File: config.mk
export PLATFORM = sky130hd
export DESIGN_NAME = systolic_feeder
export DESIGN_NICKNAME = d
export VERILOG_FILES = /design/src/rtl/systolic_pkg.sv /design/src/rtl/feeder_buffer.sv /design/src/rtl/systolic_feeder.sv
export SDC_FILE = /design/constraint.sdc
export NUM_CORES = 1
export LEC_CHECK = 0
export CORE_MARGIN = 4
export CORE_UTILIZATION = 47
export CTS_BUF_LIST = sky130_fd_sc_hd__clkbuf_2
export DETAILED_ROUTE_END_ITERATION = 6
export PLACE_DENSITY = 0.74
export SLEW_MARGIN = 10
export SYNTH_ARGS = -nofsm -noshare
export SYNTH_HDL_FRONTEND = slang
export SYNTH_SLANG_ARGS = --single-unit
export TNS_END_PERCENT = 30
File: constraint.sdc
create_clock -name clk -period 6.8 [get_ports clk]
set_clock_uncertainty 0.15 [all_clocks]
set_input_delay 1.36 -clock clk [delete_from_list [all_inputs] [get_ports clk]]
set_output_delay 1.36 -clock clk [all_outputs]
set_load 0.05 [all_outputs]
File: src/rtl/systolic_pkg.sv
// Shared constants and state encoding for the systolic array feeder.
// Sized for a 3x3 output-stationary MAC array.
package systolic_pkg;
    localparam int N           = 3;
    localparam int LOAD_BEATS  = 2 * N * N;
    localparam int FEED_CYCLES = 2 * N - 1;
    localparam int DATA_W_DEF  = 8;
    localparam int AW          = $clog2(LOAD_BEATS);

    typedef enum logic [2:0] {
        LOAD,
        CLEAR,
        FEED,
        FLUSH,
        DONE
    } state_e;
endpackage

File: src/rtl/feeder_buffer.sv
// Holds A (entries 0..8) and B (entries 9..17), row-major.
// Single write port, all entries readable at once for the skew mux.
import systolic_pkg::*;

module feeder_buffer #(
    parameter int DATA_W = DATA_W_DEF
) (
    input  logic                                  clk,
    input  logic                                  we,
    input  logic [AW-1:0]                         waddr,
    input  logic [DATA_W-1:0]                     wdata,
    output logic [LOAD_BEATS-1:0][DATA_W-1:0]     mem
);

    always_ff @(posedge clk) begin
        if (we) begin
            mem[waddr] <= wdata;
        end
    end

endmodule

File: src/rtl/systolic_feeder.sv
// Loads A then B over a valid/ready stream, then drives the skewed
// wavefront into a 3x3 systolic MAC array, flushes, and pulses done.
import systolic_pkg::*;

module systolic_feeder #(
    parameter int DATA_W       = DATA_W_DEF,
    parameter int FLUSH_CYCLES = 2
) (
    input  logic              clk,
    input  logic              rst,
    input  logic              in_valid,
    output logic              in_ready,
    input  logic [DATA_W-1:0] in_data,
    output logic              acc_clr,
    output logic              feed_valid,
    output logic [DATA_W-1:0] row0,
    output logic [DATA_W-1:0] row1,
    output logic [DATA_W-1:0] row2,
    output logic [DATA_W-1:0] col0,
    output logic [DATA_W-1:0] col1,
    output logic [DATA_W-1:0] col2,
    output logic              busy,
    output logic              done
);

    state_e                               state;
    logic [7:0]                           cnt;
    logic                                 we;
    logic [LOAD_BEATS-1:0][DATA_W-1:0]    mem;
    logic [N-1:0][DATA_W-1:0]             row_q;
    logic [N-1:0][DATA_W-1:0]             col_q;
    logic [N-1:0][DATA_W-1:0]             nxt_row;
    logic [N-1:0][DATA_W-1:0]             nxt_col;

    assign we = (state == LOAD) && in_valid;

    feeder_buffer #(
        .DATA_W (DATA_W)
    ) u_buf (
        .clk   (clk),
        .we    (we),
        .waddr (cnt[AW-1:0]),
        .wdata (in_data),
        .mem   (mem)
    );

    // Wavefront k = cnt: row i carries A[i][k-i], column j carries B[k-j][j].
    always_comb begin
        nxt_row = '0;
        nxt_col = '0;
        for (int i = 0; i < N; i++) begin
            for (int t = 0; t < N; t++) begin
                if (int'(cnt) == i + t) begin
                    nxt_row[i] = mem[i*N + t];
                    nxt_col[i] = mem[N*N + t*N + i];
                end
            end
        end
    end

    always_ff @(posedge clk) begin
        if (rst) begin
            state      <= LOAD;
            cnt        <= '0;
            in_ready   <= 1'b1;
            acc_clr    <= 1'b0;
            feed_valid <= 1'b0;
            busy       <= 1'b0;
            done       <= 1'b0;
            row_q      <= '0;
            col_q      <= '0;
        end else begin
            acc_clr <= 1'b0;
            done    <= 1'b0;
            unique case (state)
                LOAD: begin
                    if (in_valid) begin
                        if (cnt == 8'(LOAD_BEATS - 1)) begin
                            cnt      <= '0;
                            state    <= CLEAR;
                            in_ready <= 1'b0;
                            acc_clr  <= 1'b1;
                            busy     <= 1'b1;
                        end else begin
                            cnt <= cnt + 8'd1;
                        end
                    end
                end
                CLEAR: begin
                    row_q      <= nxt_row;
                    col_q      <= nxt_col;
                    feed_valid <= 1'b1;
                    cnt        <= 8'd1;
                    state      <= FEED;
                end
                FEED: begin
                    if (cnt == 8'(FEED_CYCLES)) begin
                        row_q      <= '0;
                        col_q      <= '0;
                        feed_valid <= 1'b0;
                        cnt        <= '0;
                        if (FLUSH_CYCLES == 0) begin
                            state <= DONE;
                            done  <= 1'b1;
                            busy  <= 1'b0;
                        end else begin
                            state <= FLUSH;
                        end
                    end else begin
                        row_q <= nxt_row;
                        col_q <= nxt_col;
                        cnt   <= cnt + 8'd1;
                    end
                end
                FLUSH: begin
                    if (32'(cnt) == FLUSH_CYCLES - 1) begin
                        cnt   <= '0;
                        state <= DONE;
                        done  <= 1'b1;
                        busy  <= 1'b0;
                    end else begin
                        cnt <= cnt + 8'd1;
                    end
                end
                DONE: begin
                    in_ready <= 1'b1;
                    state    <= LOAD;
                end
                default: state <= LOAD;
            endcase
        end
    end

    assign row0 = row_q[0];
    assign row1 = row_q[1];
    assign row2 = row_q[2];
    assign col0 = col_q[0];
    assign col1 = col_q[1];
    assign col2 = col_q[2];

endmodule

==> impl_results.html, run 1 <==
<table>
<tr><th>Metric</th><th>Value</th></tr>
<tr><th colspan="2">Detailed routing</th></tr>
<tr><td>Total via count in the routed design</td><td>around 5,400</td></tr>
<tr><td>DRT Wirelength</td><td>approximately 18 mm</td></tr>
<tr><td>Avg WL per Cell</td><td>~19 um</td></tr>
<tr><td>DRC violation count after routing</td><td>0</td></tr>
<tr><td>Vias per cell</td><td>around 5.7</td></tr>
<tr><td>Number of nets with antenna violations after routing</td><td>0</td></tr>
<tr><td>Detailed Routing Iterations Pass 1</td><td>5</td></tr>
<tr><td>1st-iter DRT viols</td><td>approximately 460</td></tr>
<tr><th colspan="2">Worst setup path</th></tr>
<tr><td>Crit path arrival time</td><td>between 1.5 and 2 ns</td></tr>
<tr><td>Ordered cell list for the critical path</td><td>clkdlybuf4s50_1</td></tr>
<tr><td>Slowest-stage cell, CP</td><td>sky130_fd_sc_hd__clkdlybuf4s50_1</td></tr>
<tr><td>Category of the worst setup path launch point</td><td>flop</td></tr>
<tr><td>Crit-path max cell delay</td><td>slightly above 0.8 ns</td></tr>
<tr><td>Launch point of the worst reg-to-reg path</td><td>cnt[3]</td></tr>
<tr><td>Endpoint class of the critical path</td><td>output pin</td></tr>
<tr><td>Worst path bufs/invs</td><td>1</td></tr>
<tr><td>CP Launch Point</td><td>in_ready</td></tr>
<tr><td>Required time of the worst setup path</td><td>5.29 ns</td></tr>
<tr><td>Critical path peak fanout</td><td>2</td></tr>
<tr><td>Kind of cell with the highest combined delay on the critical path</td><td>buffers and inverters</td></tr>
<tr><td>Worst setup path category</td><td>flop to output pin</td></tr>
<tr><th colspan="2">Final layout</th></tr>
<tr><td>Area growth from synthesis to layout</td><td>14.8%</td></tr>
<tr><td>Fillers</td><td>about 1,400</td></tr>
<tr><td>Commonest non-fill, non-tap cells in the layout</td><td>sky130_fd_sc_hd__edfxtp_1 (144), sky130_fd_sc_hd__clkbuf_2 (82), sky130_fd_sc_hd__dfxtp_1 (64)</td></tr>
<tr><td>Fraction of final layout cells with drive strength greater than 1</td><td>18.6%</td></tr>
<tr><td>Antenna Cells</td><td>0</td></tr>
<tr><td>Most common cell after layout, fill and taps aside</td><td>sky130_fd_sc_hd__edfxtp_1</td></tr>
<tr><td>Layout Nets</td><td>689</td></tr>
<tr><td>Final design utilization</td><td>about 55%</td></tr>
<tr><th colspan="2">Worst hold path</th></tr>
<tr><td>Min-Delay Startpoint</td><td>row1[1]</td></tr>
<tr><td>Type of the most critical hold path</td><td>flop to flop</td></tr>
<tr><th colspan="2">Synthesis</th></tr>
<tr><td>Fraction of the yosys area taken by sequential cells</td><td>just under 70%</td></tr>
<tr><td>Number of instances in the synthesized netlist</td><td>between 500 and 600</td></tr>
<tr><td>Nets in the synthesized netlist</td><td>613</td></tr>
<tr><td>Number of enable flip-flop cells after synthesis</td><td>144</td></tr>
<tr><td>FFs w/ async S/R, synth</td><td>0%</td></tr>
<tr><td>Most used DFF post-synth</td><td>sky130_fd_sc_hd__edfxtp_1</td></tr>
<tr><td>Mapped cell area</td><td>about 8100 um^2</td></tr>
<tr><td>Mean Syn Cell Area</td><td>approximately 13 um^2</td></tr>
<tr><td>Number of distinct library cell variants in the gate-level netlist after synthesis</td><td>51</td></tr>
<tr><td>Number of storage elements in the synthesis netlist</td><td>about 210</td></tr>
<tr><td>Warnings from Yosys</td><td>0</td></tr>
<tr><th colspan="2">Placement</th></tr>
<tr><td>Global placement routability congestion</td><td>0.820</td></tr>
<tr><td>Placed wire-length estimate</td><td>11.2 mm</td></tr>
<tr><td>Number of port buffers</td><td>63</td></tr>
<tr><th colspan="2">Job</th></tr>
<tr><td>Max-cap violation count</td><td>0</td></tr>
<tr><th colspan="2">Global routing</th></tr>
<tr><td>Number of antenna violations at the first check in global routing</td><td>0</td></tr>
<tr><td>Global-route total usage across every layer</td><td>between 10% and 20%</td></tr>
<tr><td>Maximum number of pins on one net before global-route repair</td><td>52</td></tr>
<tr><td>Aggregate global routing overflow</td><td>0</td></tr>
<tr><td>Via count of the first global-routing pass</td><td>about 5,300</td></tr>
<tr><td>Wire length of the first global-routing pass</td><td>between 20 and 30 mm</td></tr>
<tr><th colspan="2">STA</th></tr>
<tr><td>Actual slew at the worst max-slew pin</td><td>about 0.95 ns</td></tr>
<tr><td>Final cycle utilization of the critical path</td><td>about half</td></tr>
<tr><td>Hold Fails Final Rpt</td><td>0</td></tr>
<tr><td>Final Max Slew Viols</td><td>0</td></tr>
<tr><td>Accumulated negative setup slack</td><td>0 ns</td></tr>
<tr><td>Max_slew headroom</td><td>approximately 37%</td></tr>
<tr><td>Unrepaired setup endpoints after global routing</td><td>false</td></tr>
<tr><td>Maximum operating frequency</td><td>0.286 GHz</td></tr>
<tr><td>Setup violators final</td><td>0</td></tr>
<tr><td>Hold Worst Slack</td><td>roughly 0.31 ns</td></tr>
<tr><td>Final worst path period need</td><td>3.49 ns</td></tr>
<tr><th colspan="2">Floorplan</th></tr>
<tr><td>Top Ports</td><td>64</td></tr>
<tr><td>Number of core rows</td><td>47</td></tr>
<tr><td>Effective utilization at floorplan</td><td>about half</td></tr>
<tr><td>Die area</td><td>between 15,000 and 20,000 um^2</td></tr>
<tr><td>Area of the core</td><td>roughly 17,000 um^2</td></tr>
<tr><td>Chip width</td><td>139 um</td></tr>
<tr><td>Die height</td><td>139 um</td></tr>
<tr><th colspan="2">Clocking</th></tr>
<tr><td>Count of hold-fix buffers inserted at cts</td><td>0</td></tr>
<tr><td>Reg clk slew, reported paths</td><td>0.11 ns</td></tr>
<tr><td>Post-cts repair resize count</td><td>0</td></tr>
<tr><td>Maximum clock insertion buffer count</td><td>3</td></tr>
<tr><td>Clock root buffer</td><td>sky130_fd_sc_hd__clkbuf_2</td></tr>
<tr><td>Total CTS buffers</td><td>roughly 50</td></tr>
<tr><td>Later-pin clock latency in the skew report</td><td>approximately 0.76 ns</td></tr>
<tr><td>Clock tree from TritonCTS</td><td>built</td></tr>
<tr><td>Number of H-tree branching levels</td><td>2</td></tr>
<tr><td>Num Clock Sinks</td><td>about 210</td></tr>
<tr><td>Post-CTS Setup Repair Bufs</td><td>0</td></tr>
<tr><th colspan="2">Pwr</th></tr>
<tr><td>Sequential share of power</td><td>a little over two fifths</td></tr>
<tr><td>Maximum vdd ir drop</td><td>around 0.29 mV</td></tr>
<tr><td>Comb power frac</td><td>between 30% and 40%</td></tr>
<tr><td>Design internal power</td><td>0.00224 W</td></tr>
<tr><td>Leakage power summed over all cells</td><td>between 3 and 4 nW</td></tr>
<tr><td>Power per unit of standard cell area</td><td>between 300 and 400 nW/um^2</td></tr>
<tr><td>Net switching component of the power</td><td>roughly 0.0013 W</td></tr>
<tr><td>Part of the total power dissipated in the clock network</td><td>23.3%</td></tr>
<tr><td>Fraction of power spent switching nets</td><td>between 30% and 40%</td></tr>
<tr><th colspan="2">Run status</th></tr>
<tr><td>Status</td><td>finished clean</td></tr>
</table>
## flip-flops by register name, summed over array words and instances (netlist names)
name / flops
col2: 8
busy: 1
feed_valid: 1
u_buf.mem: 144
col0: 8
acc_clr: 1
cnt: 8
row0: 8
done: 1
row2: 8
state: 3
row1: 8
in_ready: 1
col1: 8
## power groups by stage
stage	clock (W)	combinational, W	sequential, W
global route	0.000925	0.00130	0.00156
detailed placement	0	0.00120	0.00157
finish	0.000838	0.00121	0.00154
CTS	0.000858	0.00121	0.00154
global placement	0	0.00118	0.00157
floorplan	0	0.000628	0.00180
## per-layer routing
layer | share of wire (%) | vias to the layer above | global-route usage [%]
li1 | - | 2483 | -
met1 | 43 | 2596 | 25.5
met2 | 48 | 246 | 29.5
met3 | 7.2 | 32 | 4.38
met4 | 1.9 | 0 | 6.85
met5 | 0 | - | 0
## cell type report
class / instances / area [um^2] / share of cell area, %
sequential: 208 / 5610 / 60.5
timing repair buffer: 70 / 678 / 7.32
clock buffer: 82 / 410 / 4.43
tap: 220 / 275 / 2.97
clock inverter: 12 / 77.6 / 0.837
multi-input combinational: 338 / 2200 / 23.8
inverter: 5 / 18.8 / 0.202
## through the flow
stage          worst slack (ns)  cells  total power [W]  instance area, um^2
6_report                   3.31    935          0.00359                 9270
2_1_floorplan              3.98    598          0.00243                 8070
3_3_place_gp               2.94    841          0.00274                 8780
5_1_grt                    3.22    935          0.00379                 9270
4_1_cts                    3.22    935          0.00361                 9270
3_5_place_dp               2.87    841          0.00277                 8780
## synth_stat cells, drive strengths merged (2+ instances only)
master           n  area share [%]
nor2            46             2.1
inv              5            0.23
and3b           16             1.7
dfxtp           64              16
nand2b           2            0.15
nor3b            4            0.51
o21ai           33             2.0
nor3             6            0.37
and3             2            0.15
nand4            5            0.39
edfxtp         144              54
a32o            16             2.0
xnor2            3            0.33
and2b           10             1.1
nand3            2            0.12
a211oi           6            0.56
clkdlybuf4s50    2            0.28
o211ai          16             1.5
a22oi           18             1.7
xor2             2            0.22
a31oi            2            0.15
clkbuf          36             2.1
ha               4            0.62
or3              2            0.23
a221o           33             4.3
or3b             2            0.22
and2             3            0.23
nor2b            6            0.47
or2              3            0.23
nand2           48             2.2
a21oi           36             2.2
buf              8            0.64
nand3b           2            0.19
## worst paths after layout
| check | to | slack (ns) | cells after the start |
|---|---|---|---|
| worst min-delay path | row1[1] | 0.31 | 2 |
| worst max-delay path | in_ready | 3.31 | 1 |
| worst max register to register | col1[7] | 3.89 | 5 |
| worst min register to register | row1[1] | 0.31 | 2 |
## kinds of logic after synthesis
group,after synthesis,synth area share (%)
DFF,208,69.4
AOI/OAI and AO/OA,166,15.1
and+or+nand+nor,163,10.9
buffers and inverters,52,3.33
xor gates and xnor gates,5,0.543
adders and majority gates,4,0.620
(Power assumes the default switching activity.)
==> inputs of run 2 (changes only) <==
PLACE_DENSITY = 0.76   (was 0.74)
clock period = 2.8 ns   (was 6.8 ns; I/O delays follow)
==> run 2 against run 1 <==
Net effect:
- critical path depth is 6 higher
- final cell count is 4.4% higher
- setup slack worse by 3.2 ns
- clock power is 140% higher
- combinational power grew to 2.5 times the previous value
==> impl_results.html, run 2 (same netlist as run 1, synthesis figures left out) <==
<table>
<tr><th>Metric</th><th>Value</th></tr>
<tr><th colspan="2">Clocking</th></tr>
<tr><td>Clock tree from TritonCTS</td><td>built</td></tr>
<tr><td>Post-CTS Setup Repair Bufs</td><td>0</td></tr>
<tr><td>Num Clock Sinks</td><td>around 210</td></tr>
<tr><td>Later-pin clock latency in the skew report</td><td>~0.76 ns</td></tr>
<tr><td>Number of H-tree branching levels</td><td>2</td></tr>
<tr><td>Reg clk slew, reported paths</td><td>0.09 ns</td></tr>
<tr><td>Maximum clock insertion buffer count</td><td>3</td></tr>
<tr><td>Total CTS buffers</td><td>52</td></tr>
<tr><td>Clock root buffer</td><td>sky130_fd_sc_hd__clkbuf_2</td></tr>
<tr><th colspan="2">Floorplan</th></tr>
<tr><td>Top Ports</td><td>64</td></tr>
<tr><td>Number of core rows</td><td>47</td></tr>
<tr><td>Effective utilization at floorplan</td><td>about 48%</td></tr>
<tr><td>Chip width</td><td>approximately 140 um</td></tr>
<tr><td>Area of the core</td><td>roughly 17,000 um^2</td></tr>
<tr><td>Die height</td><td>between 100 and 150 um</td></tr>
<tr><td>Die area</td><td>slightly below 20,000 um^2</td></tr>
<tr><th colspan="2">STA</th></tr>
<tr><td>Final cycle utilization of the critical path</td><td>about 95%</td></tr>
<tr><td>Maximum operating frequency</td><td>about 0.38 GHz</td></tr>
<tr><td>Hold Worst Slack</td><td>0.306 ns</td></tr>
<tr><td>Unrepaired setup endpoints after global routing</td><td>false</td></tr>
<tr><td>Setup violators final</td><td>0</td></tr>
<tr><td>Final Max Slew Viols</td><td>0</td></tr>
<tr><td>Accumulated negative setup slack</td><td>0 ns</td></tr>
<tr><td>Max_slew headroom</td><td>41.7%</td></tr>
<tr><td>Final worst path period need</td><td>between 2 and 3 ns</td></tr>
<tr><td>Hold Fails Final Rpt</td><td>0</td></tr>
<tr><td>Actual slew at the worst max-slew pin</td><td>around 0.87 ns</td></tr>
<tr><th colspan="2">Pwr</th></tr>
<tr><td>Design internal power</td><td>between 0.005 and 0.006 W</td></tr>
<tr><td>Part of the total power dissipated in the clock network</td><td>a little under a quarter</td></tr>
<tr><td>Fraction of power spent switching nets</td><td>a little under two fifths</td></tr>
<tr><td>Leakage power summed over all cells</td><td>3.37 nW</td></tr>
<tr><td>Net switching component of the power</td><td>roughly 0.0033 W</td></tr>
<tr><td>Sequential share of power</td><td>between 40 and 50%</td></tr>
<tr><td>Comb power frac</td><td>between 30% and 40%</td></tr>
<tr><td>Maximum vdd ir drop</td><td>around 0.64 mV</td></tr>
<tr><td>Power per unit of standard cell area</td><td>roughly 920 nW/um^2</td></tr>
<tr><th colspan="2">Worst setup path</th></tr>
<tr><td>Worst setup path category</td><td>flop to flop</td></tr>
<tr><td>Category of the worst setup path launch point</td><td>flop</td></tr>
<tr><td>Worst reg2reg path depth</td><td>7</td></tr>
<tr><td>Critical path peak fanout</td><td>5</td></tr>
<tr><td>Ordered cell list for the critical path</td><td>inv_1 &gt; ha_1 &gt; or4b_2 &gt; o21ai_0 &gt; a22oi_1 &gt; a311oi_1 &gt; a211oi_1</td></tr>
<tr><td>Endpoint class of the critical path</td><td>flop</td></tr>
<tr><td>Required time of the worst setup path</td><td>approximately 3.2 ns</td></tr>
<tr><td>Crit-path max cell delay</td><td>slightly above 0.6 ns</td></tr>
<tr><td>Slowest-stage cell, CP</td><td>sky130_fd_sc_hd__or4b_2</td></tr>
<tr><td>Crit path arrival time</td><td>roughly 3 ns</td></tr>
<tr><th colspan="2">Final layout</th></tr>
<tr><td>Layout Nets</td><td>727</td></tr>
<tr><td>Flip-flop count of the largest register after layout</td><td>144</td></tr>
<tr><td>Area growth from synthesis to layout</td><td>18.6%</td></tr>
<tr><td>Antenna Cells</td><td>0</td></tr>
<tr><td>Most common cell after layout, fill and taps aside</td><td>sky130_fd_sc_hd__edfxtp_1</td></tr>
<tr><td>Fraction of final layout cells with drive strength greater than 1</td><td>~23%</td></tr>
<tr><td>Commonest non-fill, non-tap cells in the layout</td><td>sky130_fd_sc_hd__edfxtp_1 (144), sky130_fd_sc_hd__clkbuf_2 (86), sky130_fd_sc_hd__dfxtp_1 (64)</td></tr>
<tr><td>Register bank with the most flops</td><td>u_buf.mem</td></tr>
<tr><th colspan="2">Placement</th></tr>
<tr><td>Global placement routability congestion</td><td>about 0.9</td></tr>
<tr><td>Placed wire-length estimate</td><td>about 11 mm</td></tr>
<tr><td>Number of port buffers</td><td>between 60 and 70</td></tr>
<tr><th colspan="2">Global routing</th></tr>
<tr><td>Maximum number of pins on one net before global-route repair</td><td>between 50 and 60</td></tr>
<tr><td>Number of antenna violations at the first check in global routing</td><td>0</td></tr>
<tr><td>Wire length of the first global-routing pass</td><td>around 29 mm</td></tr>
<tr><td>Via count of the first global-routing pass</td><td>5,735</td></tr>
<tr><td>Global-route total usage across every layer</td><td>18.7%</td></tr>
<tr><td>Aggregate global routing overflow</td><td>0</td></tr>
<tr><th colspan="2">Worst hold path</th></tr>
<tr><td>Type of the most critical hold path</td><td>flop to flop</td></tr>
<tr><td>Cell count of the worst hold path</td><td>2</td></tr>
<tr><th colspan="2">Detailed routing</th></tr>
<tr><td>DRC violation count after routing</td><td>0</td></tr>
<tr><td>Total via count in the routed design</td><td>roughly 5,500</td></tr>
<tr><td>1st-iter DRT viols</td><td>approximately 330</td></tr>
<tr><td>Vias per cell</td><td>~5.6</td></tr>
<tr><td>Detailed Routing Iterations Pass 1</td><td>5</td></tr>
<tr><td>Avg WL per Cell</td><td>18.7 um</td></tr>
<tr><td>DRT Wirelength</td><td>approximately 18 mm</td></tr>
<tr><td>Number of nets with antenna violations after routing</td><td>0</td></tr>
<tr><th colspan="2">Run status</th></tr>
<tr><td>Status</td><td>finished clean</td></tr>
<tr><th colspan="2">Job</th></tr>
<tr><td>Max-cap violation count</td><td>0</td></tr>
</table>
## run 2: cell count changes in the layout (fill, tap and decap cells not counted)
cell                              change
sky130_fd_sc_hd__dlygate4sd3_1        +1
sky130_fd_sc_hd__buf_4               +36
sky130_fd_sc_hd__clkinv_2             -2
sky130_fd_sc_hd__inv_2                +1
sky130_fd_sc_hd__clkbuf_2             +4
sky130_fd_sc_hd__and2_1               -1
sky130_fd_sc_hd__clkdlybuf4s50_1      -1
sky130_fd_sc_hd__dlymetal6s2s_1       +1
sky130_fd_sc_hd__and2_2               +1
sky130_fd_sc_hd__clkinv_1             +1
## run 2: path summary, 6_finish.rpt
| kind | startpoint | endpoint | slack, ns |
|---|---|---|---|
| worst max-delay path | cnt[1] | cnt[0] | 0.14 |
| worst min-delay path | col1[5] | col1[5] | 0.31 |
| worst max register to register | cnt[1] | cnt[0] | 0.14 |
| worst min register to register | col1[5] | col1[5] | 0.31 |
## run 2: power groups by stage
| stage | combinational, W | sequential [W] | clock [W] |
|---|---|---|---|
| 5_1_grt | 0.00328 | 0.00378 | 0.00227 |
| 3_5_place_dp | 0.00304 | 0.00381 | 0 |
| 2_1_floorplan | 0.00152 | 0.00438 | 0 |
| 3_3_place_gp | 0.00297 | 0.00380 | 0 |
| 4_1_cts | 0.00306 | 0.00374 | 0.00212 |
| 6_report | 0.00305 | 0.00374 | 0.00204 |
## run 2: critical path, delay by kind of cell, from the launching register on
family	cells	cell delay [ns]
adder cells (fa/ha/maj)	1	0.21
flip-flops	1	0.36
AND/OR/NAND/NOR	1	0.62
buffers and inverters	1	0.10
AO/OA/AOI/OAI	4	1.04
## run 2: what timing repair did
item                                    in CTS  in global routing
hold buffers                                 1                  0
hold endpoints to repair                     2                  0
endpoints found under the setup margin       0                 17
gates resized for setup                      0                  2
## run 2: per-stage QoR
stage / util (%) / cell area (um^2) / std cells / power [W] / setup WS (ns)
after floorplan: - / 8070 / 598 / 0.00591 / 0.376
after global placement: 54.2 / 9050 / 877 / 0.00677 / 0.262
after detailed placement: 54.2 / 9050 / 877 / 0.00685 / 0.114
after CTS: 57.3 / 9560 / 976 / 0.00892 / 0.00829
after global routing: 57.3 / 9570 / 976 / 0.00933 / 0.0360
final: 57.3 / 9570 / 976 / 0.00884 / 0.139
## run 2: final cells by class
class	instances	area (um^2)
inverter	5	18.8
clock inverter	12	75.1
clock buffer	86	430
multi-input combinational	338	2200
fill	1386	7130
sequential	208	5610
tap	220	275
timing repair buffer	107	961
## run 2: metal layers
layer  global-route usage (%)  vias up  wire length, um
met2                     32.4      215             9160
met5                        0        -                0
met3                     3.83       46             1120
met4                     8.08        0              501
met1                     22.8     2672             7440
li1                         -     2557                -
==> inputs of run 3 (changes only) <==
CTS_CLUSTER_SIZE = 10   (was unset)
HOLD_SLACK_MARGIN = 0.02   (was unset)
SYNTH_HIERARCHICAL = 1   (was unset)
==> run 3 against run 2 <==
Net effect:
- non-clock buffer count did not move
- synthesized cell count fell by 15%
- sequential power fell by 11%
- worst hold slack improved by 0.012 ns
==> impl_results.html, run 3 <==
<table>
<tr><th>Metric</th><th>Value</th></tr>
<tr><th colspan="2">Run status</th></tr>
<tr><td>Status</td><td>finished clean</td></tr>
<tr><th colspan="2">Synthesis</th></tr>
<tr><td>FFs w/ async S/R, synth</td><td>0%</td></tr>
<tr><td>Number of distinct library cell variants in the gate-level netlist after synthesis</td><td>50</td></tr>
<tr><td>Fraction of the yosys area taken by sequential cells</td><td>72.6%</td></tr>
<tr><td>Nets in the synthesized netlist</td><td>roughly 520</td></tr>
<tr><td>Number of enable flip-flop cells after synthesis</td><td>~140</td></tr>
<tr><td>Mean Syn Cell Area</td><td>roughly 15 um^2</td></tr>
<tr><td>Commonest cells in the synthesized netlist</td><td>sky130_fd_sc_hd__edfxtp_1 (144), sky130_fd_sc_hd__dfxtp_1 (64), sky130_fd_sc_hd__o2bb2ai_1 (45)</td></tr>
<tr><td>Mapped cell area</td><td>between 7000 and 8000 um^2</td></tr>
<tr><td>Most frequent cell after synthesis</td><td>sky130_fd_sc_hd__edfxtp_1</td></tr>
<tr><td>Cell types with the largest area share after synthesis</td><td>sky130_fd_sc_hd__edfxtp_1 (56%), sky130_fd_sc_hd__dfxtp_1 (17%), sky130_fd_sc_hd__o2bb2ai_1 (5.1%)</td></tr>
<tr><td>Proportion of netlist area held by the largest area contributor</td><td>about 56%</td></tr>
<tr><td>Number of storage elements in the synthesis netlist</td><td>208</td></tr>
<tr><td>Most used DFF post-synth</td><td>sky130_fd_sc_hd__edfxtp_1</td></tr>
<tr><td>Cell type with the highest aggregate area in the netlist</td><td>sky130_fd_sc_hd__edfxtp_1</td></tr>
<tr><td>Warnings from Yosys</td><td>6</td></tr>
<tr><td>Number of instances in the synthesized netlist</td><td>approximately 500</td></tr>
<tr><th colspan="2">Pwr</th></tr>
<tr><td>Leakage power summed over all cells</td><td>around 3.1 nW</td></tr>
<tr><td>Design Power</td><td>0.00545 W</td></tr>
<tr><td>Maximum vdd ir drop</td><td>0.244 mV</td></tr>
<tr><td>Power per unit of standard cell area</td><td>approximately 600 nW/um^2</td></tr>
<tr><th colspan="2">Worst setup path</th></tr>
<tr><td>Ordered cell list for the critical path</td><td>clkdlybuf4s50_1</td></tr>
<tr><td>Category of the worst setup path launch point</td><td>flop</td></tr>
<tr><td>Crit-path max cell delay</td><td>0.81 ns</td></tr>
<tr><td>Required time of the worst setup path</td><td>roughly 2.1 ns</td></tr>
<tr><td>CP Launch Point</td><td>col0[2]</td></tr>
<tr><td>Kind of cell with the highest combined delay on the critical path</td><td>buffers and inverters</td></tr>
<tr><td>Worst setup path category</td><td>flop to output pin</td></tr>
<tr><td>Slowest-stage cell, CP</td><td>sky130_fd_sc_hd__clkdlybuf4s50_1</td></tr>
<tr><td>Endpoint class of the critical path</td><td>output pin</td></tr>
<tr><td>Worst path bufs/invs</td><td>1</td></tr>
<tr><td>Critical path peak fanout</td><td>2</td></tr>
<tr><td>Crit path arrival time</td><td>between 1.5 and 2 ns</td></tr>
<tr><td>Launch point of the worst reg-to-reg path</td><td>cnt[0]</td></tr>
<tr><th colspan="2">Clocking</th></tr>
<tr><td>Later-pin clock latency in the skew report</td><td>around 0.76 ns</td></tr>
<tr><td>Number of H-tree branching levels</td><td>2</td></tr>
<tr><td>Reg clk slew, reported paths</td><td>approximately 0.12 ns</td></tr>
<tr><td>Post-CTS Setup Repair Bufs</td><td>0</td></tr>
<tr><td>Num Clock Sinks</td><td>208</td></tr>
<tr><td>Clock root buffer</td><td>sky130_fd_sc_hd__clkbuf_2</td></tr>
<tr><td>Clock tree from TritonCTS</td><td>built</td></tr>
<tr><td>Post-cts repair resize count</td><td>0</td></tr>
<tr><td>Total CTS buffers</td><td>47</td></tr>
<tr><td>Count of hold-fix buffers inserted at cts</td><td>0</td></tr>
<tr><td>Maximum clock insertion buffer count</td><td>3</td></tr>
<tr><th colspan="2">Detailed routing</th></tr>
<tr><td>Number of nets with antenna violations after routing</td><td>0</td></tr>
<tr><td>Detailed Routing Iterations Pass 1</td><td>5</td></tr>
<tr><td>1st-iter DRT viols</td><td>between 500 and 600</td></tr>
<tr><td>DRT Wirelength</td><td>around 17 mm</td></tr>
<tr><td>Vias per cell</td><td>about 5.7</td></tr>
<tr><td>DRC violation count after routing</td><td>0</td></tr>
<tr><td>Total via count in the routed design</td><td>around 5,100</td></tr>
<tr><td>Avg WL per Cell</td><td>~20 um</td></tr>
<tr><th colspan="2">Placement</th></tr>
<tr><td>Placed wire-length estimate</td><td>10.8 mm</td></tr>
<tr><td>Total placed cells including tap cells</td><td>~790</td></tr>
<tr><td>Global placement routability congestion</td><td>0.865</td></tr>
<tr><td>Number of port buffers</td><td>63</td></tr>
<tr><th colspan="2">Final layout</th></tr>
<tr><td>Final design utilization</td><td>between 50% and 60%</td></tr>
<tr><td>Area growth from synthesis to layout</td><td>19.1%</td></tr>
<tr><td>Fillers</td><td>roughly 1,300</td></tr>
<tr><td>Flip-flop count of the largest register after layout</td><td>~140</td></tr>
<tr><td>Register bank with the most flops</td><td>u_buf/mem</td></tr>
<tr><td>Most common cell after layout, fill and taps aside</td><td>sky130_fd_sc_hd__edfxtp_1</td></tr>
<tr><td>Multi-input gate area in the final layout</td><td>1920 um^2</td></tr>
<tr><td>Layout Nets</td><td>641</td></tr>
<tr><td>Storage cell area</td><td>5610 um^2</td></tr>
<tr><td>Fraction of final layout cells with drive strength greater than 1</td><td>a little under a fifth</td></tr>
<tr><td>Finished Layout Cells</td><td>just under 900</td></tr>
<tr><td>Commonest non-fill, non-tap cells in the layout</td><td>sky130_fd_sc_hd__edfxtp_1 (144), sky130_fd_sc_hd__clkbuf_2 (73), sky130_fd_sc_hd__dfxtp_1 (64)</td></tr>
<tr><th colspan="2">STA</th></tr>
<tr><td>Final worst path period need</td><td>between 2 and 3 ns</td></tr>
<tr><td>Setup violators final</td><td>0</td></tr>
<tr><td>Hold Fails Final Rpt</td><td>0</td></tr>
<tr><td>Hold Worst Slack</td><td>between 0.3 and 0.4 ns</td></tr>
<tr><td>Actual slew at the worst max-slew pin</td><td>approximately 1.1 ns</td></tr>
<tr><td>Final cycle utilization of the critical path</td><td>~95%</td></tr>
<tr><td>Max_slew headroom</td><td>25.5%</td></tr>
<tr><td>Unrepaired setup endpoints after global routing</td><td>false</td></tr>
<tr><td>Final Max Slew Viols</td><td>0</td></tr>
<tr><td>Maximum operating frequency</td><td>roughly 0.38 GHz</td></tr>
<tr><td>Accumulated negative setup slack</td><td>0 ns</td></tr>
<tr><th colspan="2">Floorplan</th></tr>
<tr><td>Die area</td><td>18,500 um^2</td></tr>
<tr><td>Area of the core</td><td>16,000 um^2</td></tr>
<tr><td>Die height</td><td>roughly 140 um</td></tr>
<tr><td>Chip width</td><td>about 140 um</td></tr>
<tr><td>Effective utilization at floorplan</td><td>about 48%</td></tr>
<tr><td>Number of core rows</td><td>between 40 and 50</td></tr>
<tr><td>Top Ports</td><td>64</td></tr>
<tr><th colspan="2">Global routing</th></tr>
<tr><td>Global-route total usage across every layer</td><td>between 10% and 20%</td></tr>
<tr><td>Number of antenna violations at the first check in global routing</td><td>1</td></tr>
<tr><td>Via count of the first global-routing pass</td><td>5,082</td></tr>
<tr><td>Maximum number of pins on one net before global-route repair</td><td>34</td></tr>
<tr><td>Aggregate global routing overflow</td><td>0</td></tr>
<tr><td>Wire length of the first global-routing pass</td><td>approximately 28 mm</td></tr>
<tr><th colspan="2">Worst hold path</th></tr>
<tr><td>Min-Delay Startpoint</td><td>row2[4]</td></tr>
<tr><td>Type of the most critical hold path</td><td>flop to flop</td></tr>
<tr><th colspan="2">Job</th></tr>
<tr><td>Max-cap violation count</td><td>0</td></tr>
</table>
==> run 3: changes by cell type in the layout (fill, tap and decap cells not counted), sizes merged, moves of 13 or more <==
cell	delta
o2bb2ai	+47
a21oi	-30
clkbuf	-13
nand2	-43
nor2	-25
o211ai	-15
a2bb2oi	+16
and3b	-14
a32o	-16
==> run 3: kinds of logic after synthesis <==
kind of cell,count (synthesis),share of synthesized area [%]
buffers and inverters,42,2.59
AOI/OAI and AO/OA,160,16.6
DFF,208,72.6
xor gates and xnor gates,7,0.795
adders and majority gates,5,0.811
muxes,1,0.130
and+or+nand+nor,84,6.47
==> run 3: area by class of cell <==
type	instances	share of cell area, %
inverter	4	0.163
antenna	1	0.0272
clock buffer	73	3.97
tap	216	2.94
sequential	208	61.0
clock inverter	14	0.585
multi-input combinational	257	20.9
timing repair buffer	107	10.5
==> run 3: per-stage QoR <==
stage                     area, um^2  setup slack, ns
after floorplan                 7720            0.219
after global placement          8770           0.0298
after detailed placement        8770          0.00283
after CTS                       9190           0.0857
after global routing            9190          0.00405
final                           9190            0.151
==> run 3: metal layers <==
| layer | up-vias | wire length, um | GRT usage [%] |
|---|---|---|---|
| li1 | 2305 | - | - |
| met1 | 2467 | 7240 | 24.7 |
| met2 | 233 | 8570 | 31.4 |
| met3 | 46 | 1130 | 3.96 |
| met4 | 0 | 503 | 8.34 |
| met5 | - | 0 | 0 |
==> run 3: where the power goes <==
group	switching (W)	leakage (nW)	internal (W)
Combinational	0.000201	0.967	0.000123
Sequential	0.0000102	1.82	0.00330
Clock	0.00113	0.328	0.000688
==> run 3: worst paths after layout <==
kind	to	slack, ns	cells past startpoint
max reg2reg	row1[3]	0.18	6
min reg2reg	row2[4]	0.32	1
max	col0[2]	0.15	1
min	row2[4]	0.32	1
